===== config.mk =====
export PLATFORM = sky130hd
export DESIGN_NAME = aviasales_top
export DESIGN_NICKNAME = d
export VERILOG_FILES = /design/src/rtl/aviasales_top.sv
export SDC_FILE = /design/constraint.sdc
export NUM_CORES = 1
export LEC_CHECK = 0
export BUFFER_PORTS_ARGS = -buffer_cell sky130_fd_sc_hd__buf_4
export CAP_MARGIN = 40
export CORE_MARGIN = 2
export CORE_UTILIZATION = 55
export DETAILED_ROUTE_END_ITERATION = 8
export PLACE_DENSITY = 0.79
export SLEW_MARGIN = 20
export SYNTH_ARGS = -nofsm -noshare
export SYNTH_HDL_FRONTEND = slang
export SYNTH_SLANG_ARGS = --single-unit

===== constraint.sdc =====
create_clock -name clk -period 5.24 [get_ports clk]
set_input_delay 0.524 -clock clk [delete_from_list [all_inputs] [get_ports clk]]
set_output_delay 0.524 -clock clk [all_outputs]
set_load 0.02 [all_outputs]

===== src/rtl/aviasales_top.sv =====
// Seat-booking controller: per-flight sold counters, book/cancel strobes, 7-seg status display.
// Optional input debounce is enabled with `define AVIASALES_DEBOUNCE_EN.
module aviasales_top #(
  parameter int CAPACITY      = 99,
  parameter int SCAN_BITS     = 16,
  parameter int DEBOUNCE_BITS = 18
) (
  input  logic       clk,
  input  logic       BTN3,
  input  logic       BTN0,
  input  logic       JA1,
  input  logic       JA7,
  input  logic [3:0] SW,
  output logic       LED0,
  output logic [6:0] seg,
  output logic       seg_P,
  output logic [3:0] AN,
  output logic       JB9,
  output logic       JB8,
  output logic       JB7,
  output logic       JB4,
  output logic       JB3,
  output logic       JB2,
  output logic       JB1,
  output logic       JC1,
  output logic       JC2,
  output logic       JC4
);

  logic                 rst;
  logic [1:0]           b_sy, a_sy, c_sy;
  logic [3:0]           sw_s1, f;
  logic [2:0]           raw, lvl, prev, edges;
  logic                 ev_book, ev_cancel;
  logic [6:0]           sold [16];
  logic [6:0]           cur;
  logic [6:0]           jb_q;
  logic                 led_q, jc1_q, jc2_q, jc4_q;
  logic [SCAN_BITS+1:0] scan;
  logic [1:0]           sel;
  logic [3:0]           s_tens, s_units, f_tens, f_units, digit;
  logic [3:0]           an_q, an_d;
  logic [6:0]           seg_q;
  logic                 dp_q;

  assign rst = BTN3;

  always_ff @(posedge clk or posedge rst) begin
    if (rst) begin
      b_sy  <= '0;
      a_sy  <= '0;
      c_sy  <= '0;
      sw_s1 <= '0;
      f     <= '0;
    end else begin
      b_sy  <= {b_sy[0], BTN0};
      a_sy  <= {a_sy[0], JA1};
      c_sy  <= {c_sy[0], JA7};
      sw_s1 <= SW;
      f     <= sw_s1;
    end
  end

  assign raw = {c_sy[1], a_sy[1], b_sy[1]};

`ifdef AVIASALES_DEBOUNCE_EN
  logic [DEBOUNCE_BITS-1:0] dcnt [3];

  // Level flips only after 2^DEBOUNCE_BITS consecutive cycles of disagreement.
  always_ff @(posedge clk or posedge rst) begin
    if (rst) begin
      lvl <= '0;
      for (int unsigned i = 0; i < 3; i++) dcnt[i] <= '0;
    end else begin
      for (int unsigned i = 0; i < 3; i++) begin
        if (raw[i] == lvl[i]) begin
          dcnt[i] <= '0;
        end else if (dcnt[i] == '1) begin
          lvl[i]  <= raw[i];
          dcnt[i] <= '0;
        end else begin
          dcnt[i] <= dcnt[i] + 1'b1;
        end
      end
    end
  end
`else
  assign lvl = raw;
`endif

  assign edges = lvl & ~prev;
  assign cur   = sold[f];

  always_ff @(posedge clk or posedge rst) begin
    if (rst) begin
      prev      <= '0;
      ev_book   <= 1'b0;
      ev_cancel <= 1'b0;
    end else begin
      prev      <= lvl;
      ev_book   <= edges[0] | edges[1];
      ev_cancel <= edges[2];
    end
  end

  always_ff @(posedge clk or posedge rst) begin
    if (rst) begin
      for (int unsigned i = 0; i < 16; i++) sold[i] <= '0;
      jc1_q <= 1'b0;
      jc2_q <= 1'b0;
      jc4_q <= 1'b0;
    end else begin
      jc1_q <= 1'b0;
      jc2_q <= 1'b0;
      jc4_q <= 1'b0;
      if (ev_book && ev_cancel) begin
        jc1_q <= 1'b1;
        jc4_q <= 1'b1;
      end else if (ev_book) begin
        if (cur < 7'(CAPACITY)) begin
          sold[f] <= cur + 7'd1;
          jc1_q   <= 1'b1;
        end else begin
          jc2_q   <= 1'b1;
        end
      end else if (ev_cancel && cur != 7'd0) begin
        sold[f] <= cur - 7'd1;
        jc4_q   <= 1'b1;
      end
    end
  end

  always_ff @(posedge clk or posedge rst) begin
    if (rst) begin
      led_q <= 1'b0;
      jb_q  <= 7'(CAPACITY);
    end else begin
      led_q <= (cur == 7'(CAPACITY));
      jb_q  <= 7'(CAPACITY) - cur;
    end
  end

  function automatic logic [6:0] dec7(input logic [3:0] d);
    case (d)
      4'd0:    dec7 = ~7'h3F;
      4'd1:    dec7 = ~7'h06;
      4'd2:    dec7 = ~7'h5B;
      4'd3:    dec7 = ~7'h4F;
      4'd4:    dec7 = ~7'h66;
      4'd5:    dec7 = ~7'h6D;
      4'd6:    dec7 = ~7'h7D;
      4'd7:    dec7 = ~7'h07;
      4'd8:    dec7 = ~7'h7F;
      4'd9:    dec7 = ~7'h6F;
      default: dec7 = '1;
    endcase
  endfunction

  assign sel = scan[SCAN_BITS+1 -: 2];

  always_comb begin
    s_tens = '0;
    for (int unsigned k = 1; k < 10; k++) begin
      if (cur >= 7'(k * 10)) s_tens = 4'(k);
    end
    s_units = 4'(cur - 7'(s_tens * 4'd10));
    f_tens  = (f >= 4'd10) ? 4'd1 : 4'd0;
    f_units = (f >= 4'd10) ? f - 4'd10 : f;
    case (sel)
      2'd0:    begin digit = s_units; an_d = 4'b1110; end
      2'd1:    begin digit = s_tens;  an_d = 4'b1101; end
      2'd2:    begin digit = f_units; an_d = 4'b1011; end
      default: begin digit = f_tens;  an_d = 4'b0111; end
    endcase
  end

  always_ff @(posedge clk or posedge rst) begin
    if (rst) begin
      scan  <= '0;
      an_q  <= '1;
      seg_q <= '1;
      dp_q  <= 1'b1;
    end else begin
      scan  <= scan + 1'b1;
      an_q  <= an_d;
      seg_q <= dec7(digit);
      dp_q  <= (sel != 2'd2);
    end
  end

  assign LED0  = led_q;
  assign AN    = an_q;
  assign seg   = seg_q;
  assign seg_P = dp_q;
  assign JC1   = jc1_q;
  assign JC2   = jc2_q;
  assign JC4   = jc4_q;
  assign {JB9, JB8, JB7, JB4, JB3, JB2, JB1} = jb_q;

endmodule


== Word-level counts from Yosys, hierarchy flattened ==
Memory sizes are Yosys's and may differ from the RTL's. A register that Yosys moved wholly into a read port is not among the register bits.
Index checks and enable logic that the tools add are counted.

* Register bits after elaboration: 165
* Bits in read-only memories: 112
* Input bits: 9
* Output and inout port bits: 23
* Logic and storage cells: 102
* Memories: 1

{| class="wikitable"
|+ Memories
! memory !! depth !! bits a word !! read ports !! clocked after Yosys merged registers in !! wr ports !! RTL line !! text
|-
| (name not given) || 16 || 7 || 1 || 1 || 0 || 144 || <nowiki>case (d)</nowiki>
|}

* Add/subtract/negate cells: 6
* Multiply operators: 1
* Magnitude comparators: 13
* Eq/ne operators: 5
* Muxes and demuxes: 32
* Bitwise operators: 5
* Reduce and logical (&&, ||, !) cells: 7

{| class="wikitable"
|+ Operators with widths
! operator !! count
|-
| two-way mux 112 bit || 3
|-
| bitwise mux 112 bit || 2
|-
| two-way mux 4 bit || 9
|-
| binary-select mux 7 bit (select 4 bit) || 1
|-
| demux 7 bit (select 4 bit) || 1
|-
| case mux 4 bit (3 select lines) || 2
|-
| >= comparator 7 x 6 -> 1 bit, second input constant || 3
|-
| >= comparator 7 bit, second input constant || 3
|-
| two-way mux 7 bit || 3
|-
| adder 18 x 1 -> 18 bit, second input constant || 1
|-
| >= comparator 7 x 5 -> 1 bit, second input constant || 2
|-
| two-way mux 1 bit || 11
|-
| adder 7 x 1 -> 7 bit, second input constant || 1
|-
| equality test 7 bit, second input constant || 1
|-
| >= comparator 7 x 4 -> 1 bit, second input constant || 1
|-
| < comparator 7 bit, second input constant || 1
|-
| nonzero test 7 bit || 1
|-
| subtractor 7 x 1 -> 7 bit, second input constant || 1
|-
| subtractor 7 bit, first input constant || 1
|-
| >= comparator 5 bit, second input constant || 1
|-
| < comparator 5 x 1 -> 1 bit, second input constant || 1
|-
| NOT 4 -> 5 bit || 1
|-
| >= comparator 4 bit, second input constant || 1
|-
| multiplier 4 x 3 -> 3 bit, second input constant || 1
|-
| other kinds (14) || 16
|}

== Longest topological paths before layout ==
* Word-level depth: 17
* Gate-level depth with buffers: 22

== Worst setup path after synthesis ==
OpenSTA, ideal clock, no wires.

* Kind: register -> register
* From: register f[0]
* To: register seg_q[0], in the netlist seg[0]
* Setup time: 0.059 ns
* Arrival time: 4.426 ns
* Slack: 0.755 ns
* Cell stages (with the launch flop): 21
* Path buffers: 2
* Cells stage by stage: dfrtp_1 buf_6 mux4_2 nand2_1 and4_1 buf_2 inv_1 ha_1 a21boi_0 o221a_2 o41ai_4 ha_1 inv_1 fa_1 a21o_1 a221o_1 o211ai_1 xor2_1 o21ai_2 mux2i_1 a21o_1

* Word-level cells in the longest chain between the ends: 17
* Elaborated cells between the ends (all ways): 29

{| class="wikitable"
|+ Ends and longest elaborated chain
! element !! RTL line !! text
|-
| start: declaration || 32 || <nowiki>logic [3:0] sw_s1, f;</nowiki>
|-
| start signal: assignment || 60 || <nowiki>f <= sw_s1;</nowiki>
|-
| NOT 4 -> 5 bit (not written as such) (*) || 92 || <nowiki>assign cur = sold[f];</nowiki>
|-
| binary-select mux 7 bit (select 4 bit) (*) || 92 ||
|-
| two-way mux 7 bit (not written as such) (*) (2 in series) || 92 ||
|-
| net cur[2] || 36 || <nowiki>logic [6:0] cur;</nowiki>
|-
| >= comparator 7 x 4 -> 1 bit || 164 || <nowiki>if (cur >= 7'(k * 10)) s_tens = 4'(k);</nowiki>
|-
| two-way mux 1 bit || 164 ||
|-
| two-way mux 4 bit (8 in series) || 164 ||
|-
| multiplier 4 x 3 -> 3 bit || 166 || <nowiki>s_units = 4'(cur - 7'(s_tens * 4'd10));</nowiki>
|-
| subtractor 4 bit || 166 ||
|-
| case mux 4 bit (3 select lines) (*) || 169 || <nowiki>case (sel)</nowiki>
|-
| end: declaration || 43 || <nowiki>logic [6:0] seg_q;</nowiki>
|}

The timed path passes the listed nets; every way through them passes the cells marked *. The select of a mux whose other input is x is not followed.
A chain may end at the register's enable or synchronous reset.

== Worst setup path after layout ==
* From: register f[0]
* To: register seg_q[3], in the netlist seg[3]

Same word-level chain as after synthesis.

==> impl_metrics.tcl <==
set metrics [dict create \
    hpwlAfterDp_um 11300 \
    synth_cells 594 \
    startpoint_type "flop" \
    num_rows 44 \
    crit_type "flop to flop" \
    synth_top_family_by_area "multiplexers" \
    totalWireLength_um 16900 \
    dieWidth_um 125 \
    ir_worst_vdd_v 0.000299 \
    critPathArrivalTime_ns 5.33 \
    cts_buffers 17 \
    nFillCells 1021 \
    met2WireLength_um 8520 \
    slew_headroom_pct 43.1 \
    synth-xor-area-share_pct 3.05 \
    drt_iter0_markers 410 \
    ctsResizeCount 0 \
    multiInputGateArea_um2 3520 \
    antenna_cells 0 \
    met1_length_um 7120 \
    r2r.worst_path.cells 18 \
    viasPerCell 5.98 \
    cts_setup_buffers 0 \
    critPathMaxFanout 11 \
    drtAntennaViolNets 0 \
    fin_util_pct 63.7 \
    portBuffers 31 \
    nNetsFinal 665 \
    wl_met3_um 904 \
    gp_congestion 0.856 \
    io_pins 32 \
    finalHoldViolations 0 \
    die_area_um2 15600 \
    r2r_start "f[0]" \
    grt_setup_unrepaired "false" \
    postSynthAreaPerCell_um2 13.5 \
    setup_viol_count_final 0 \
    synth_nets 617 \
    fin_crit_ns 4.95 \
    drc 0 \
    maxSlewViolCount 0 \
    synth.yosys.seq_area_share_pct 53.5 \
    r2r_slack_ns 0.29 \
    netlist_top_cells_area "dfrtp_1 (49%), mux2_2 (12%), mux4_2 (7.3%), dfstp_2 (4.9%), mux2_1 (3.4%)" \
    critical_path_required_ns 5.61 \
    h-tree-depth 4 \
    cts.hold.buffers_added 0 \
    whs_ns 0.112 \
    cts_tree "done" \
    clockBufferDepth 2 \
    yosys.area_share.adder_pct 2.42 \
    critPathCaptureType "flop" \
    overflow 0 \
    cts.sinks 171 \
    clk_pin_slew_ns 0.06 \
    fin_skew_ns 0.00563 \
    synthesis.area_um2 8030 \
    worst_pin_slew_ns 0.850 \
    power_density_nw_per_um2 586 \
    max-cap-violations 0 \
    core_area_um2 14400 \
    yosysTopAreaCell "dfrtp_1" \
    synthSimpleGateAreaFrac_pct 8.15 \
    hold_path.class "primary input to asynchronous set/reset pin" \
    leakage_uw 0.00419 \
    grt_pass1_wl_um 28200 \
    yosys.area.top_type_share_pct 48.6 \
    synthFlopType "dfrtp_1" \
    synth_edf_count 0 \
    fin_tns_setup_ns 0 \
    post_dp_cell_area_um2 8540 \
    antenna_found_initial 0 \
    post-route-cell-area_um2 9160 \
    grtUsageTotal_pct 23.1 \
    ys_ff_latch 171 \
    synth_mux_area_share_pct 24.5 \
    drive_gt1_share_pct 37.0 \
    die_h_um 125 \
    grt_pass1_vias 5376 \
    first_pass_iters 5 \
    r2r_end "seg[3]" \
    synth_compound_area_share_pct 5.69 \
    syn2layout_area_growth_pct 14.1 \
    clk_latency_ns 0.44 \
    async_reset_ff_share_pct 100 \
    yosys_warnings 0 \
    grt_max_degree 84 \
    wl_per_cell_um 20.2 \
    initial_core_util_pct 55.9 \
    route.vias.total 5008 \
    final.period_utilization_pct 94.6 \
    fmax_ghz 0.202 \
    status "complete, no violations" \
    clock-root-buffer "clkbuf_16" \
    synth_cell_types 59 \
    seq_area_um2 4300 \
    highest_layer "met4" \
]
[cell type report]
type	instances	area share [%]
Clock buffer	20	5.10
Inverter	15	0.669
Tap cell	184	2.51
Timing Repair Buffer	56	4.81
Sequential cell	171	46.9
Multi-Input combinational cell	381	38.4
Clock inverter	11	1.56
[worst max-delay path by stage]
stage,to,from,slack (ns),cells after the start
detailed placement,seg[3],f[0],0.26,18
CTS,seg[3],f[0],0.24,18
global route,seg[3],f[0],0.02,18
floorplan,JC1,BTN3,0.11,1
finish,seg[3],f[0],0.29,18
global placement,seg[0],f[0],0.44,18
[flip-flops by register name, indices dropped and copies added, names as in the netlist, named ones only]
register and count:
sold 96, scan 18, jb_q 7, seg 7
AN 4, f 4, sw_s1 4, prev 3
a_sy 2, b_sy 2, c_sy 2, JC1 1
JC2 1, JC4 1, LED0 1, ev_book 1
ev_cancel 1
[critical path: stages, from the launching register on]
cell and delay [ns]:
dfrtp_1 0.71, mux4_2 0.59, nand2_1 0.08, and4_1 0.26
inv_1 0.09, ha_1 0.19, a21boi_0 0.15, o221a_2 0.33
o41ai_4 0.41, ha_1 0.21, inv_1 0.05, fa_1 0.39
a21o_1 0.20, a221o_1 0.29, o211ai_1 0.11, xor2_1 0.10
o21ai_2 0.32, mux2i_1 0.27, a21o_1 0.12
[power breakdown]
part           total [µW]  internal [µW]  switching (µW)
Sequential           1980           1780             203
Clock                1290            783             511
Combinational        2090            962            1130
Total                5370           3520            1850
[synth_stat cells, types with 9 or more instances]
library cell,number
dfrtp_1,156
mux2_2,89
nand2_1,35
mux4_2,26
mux2_1,24
nor2_1,22
xnor2_1,20
a21oi_1,15
dfstp_2,15
clkbuf_1,14
nand3_1,14
ha_1,13
inv_1,12
mux2i_1,11
nor2b_1,9
[cells in the final DEF (no fill, tap or decap), types with 3 or more instances in the layout]
master / count
dfrtp_1: 155
mux2_2: 89
buf_4: 55
nand2_1: 35
mux4_2: 26
mux2_1: 24
nor2_1: 22
xnor2_1: 20
clkbuf_16: 17
dfstp_2: 15
a21oi_1: 15
nand3_1: 14
ha_1: 13
mux2i_1: 11
inv_1: 11
nor2b_1: 9
nand4_1: 8
xor2_1: 8
and3_1: 7
a21o_1: 6
nand2b_1: 6
o21ai_0: 6
a22oi_1: 5
and2_1: 5
nor2_2: 4
a22oi_2: 4
o21a_1: 4
clkinv_2: 4
nand2_2: 3
o22ai_1: 3
clkbuf_8: 3
bufinv_16: 3
[metrics by stage]
| step | std cells | total power [µW] | setup WS (ns) |
|---|---|---|---|
| final | 838 | 5370 | 0.285 |
| after detailed placement | 806 | 4050 | 0.261 |
| after floorplan | 594 | 3450 | 0.109 |
| after global routing | 838 | 5680 | 0.0239 |
| after CTS | 837 | 5370 | 0.240 |
| after global placement | 804 | 3920 | 0.443 |
[layer usage]
layer,vias up,global-route usage [%]
met5,-,0
met4,0,8.63
met3,31,5.88
met2,155,38.9
met1,2590,29.2
li1,2232,-
[cells by family after synthesis]
group	count (synthesis)
adders and majority gates	15
DFF	171
AOI/OAI and AO/OA	61
muxes	150
buffers and inverters	42
and+or+nand+nor	127
xor gates and xnor gates	28
Power figures use the tool's default switching activity.
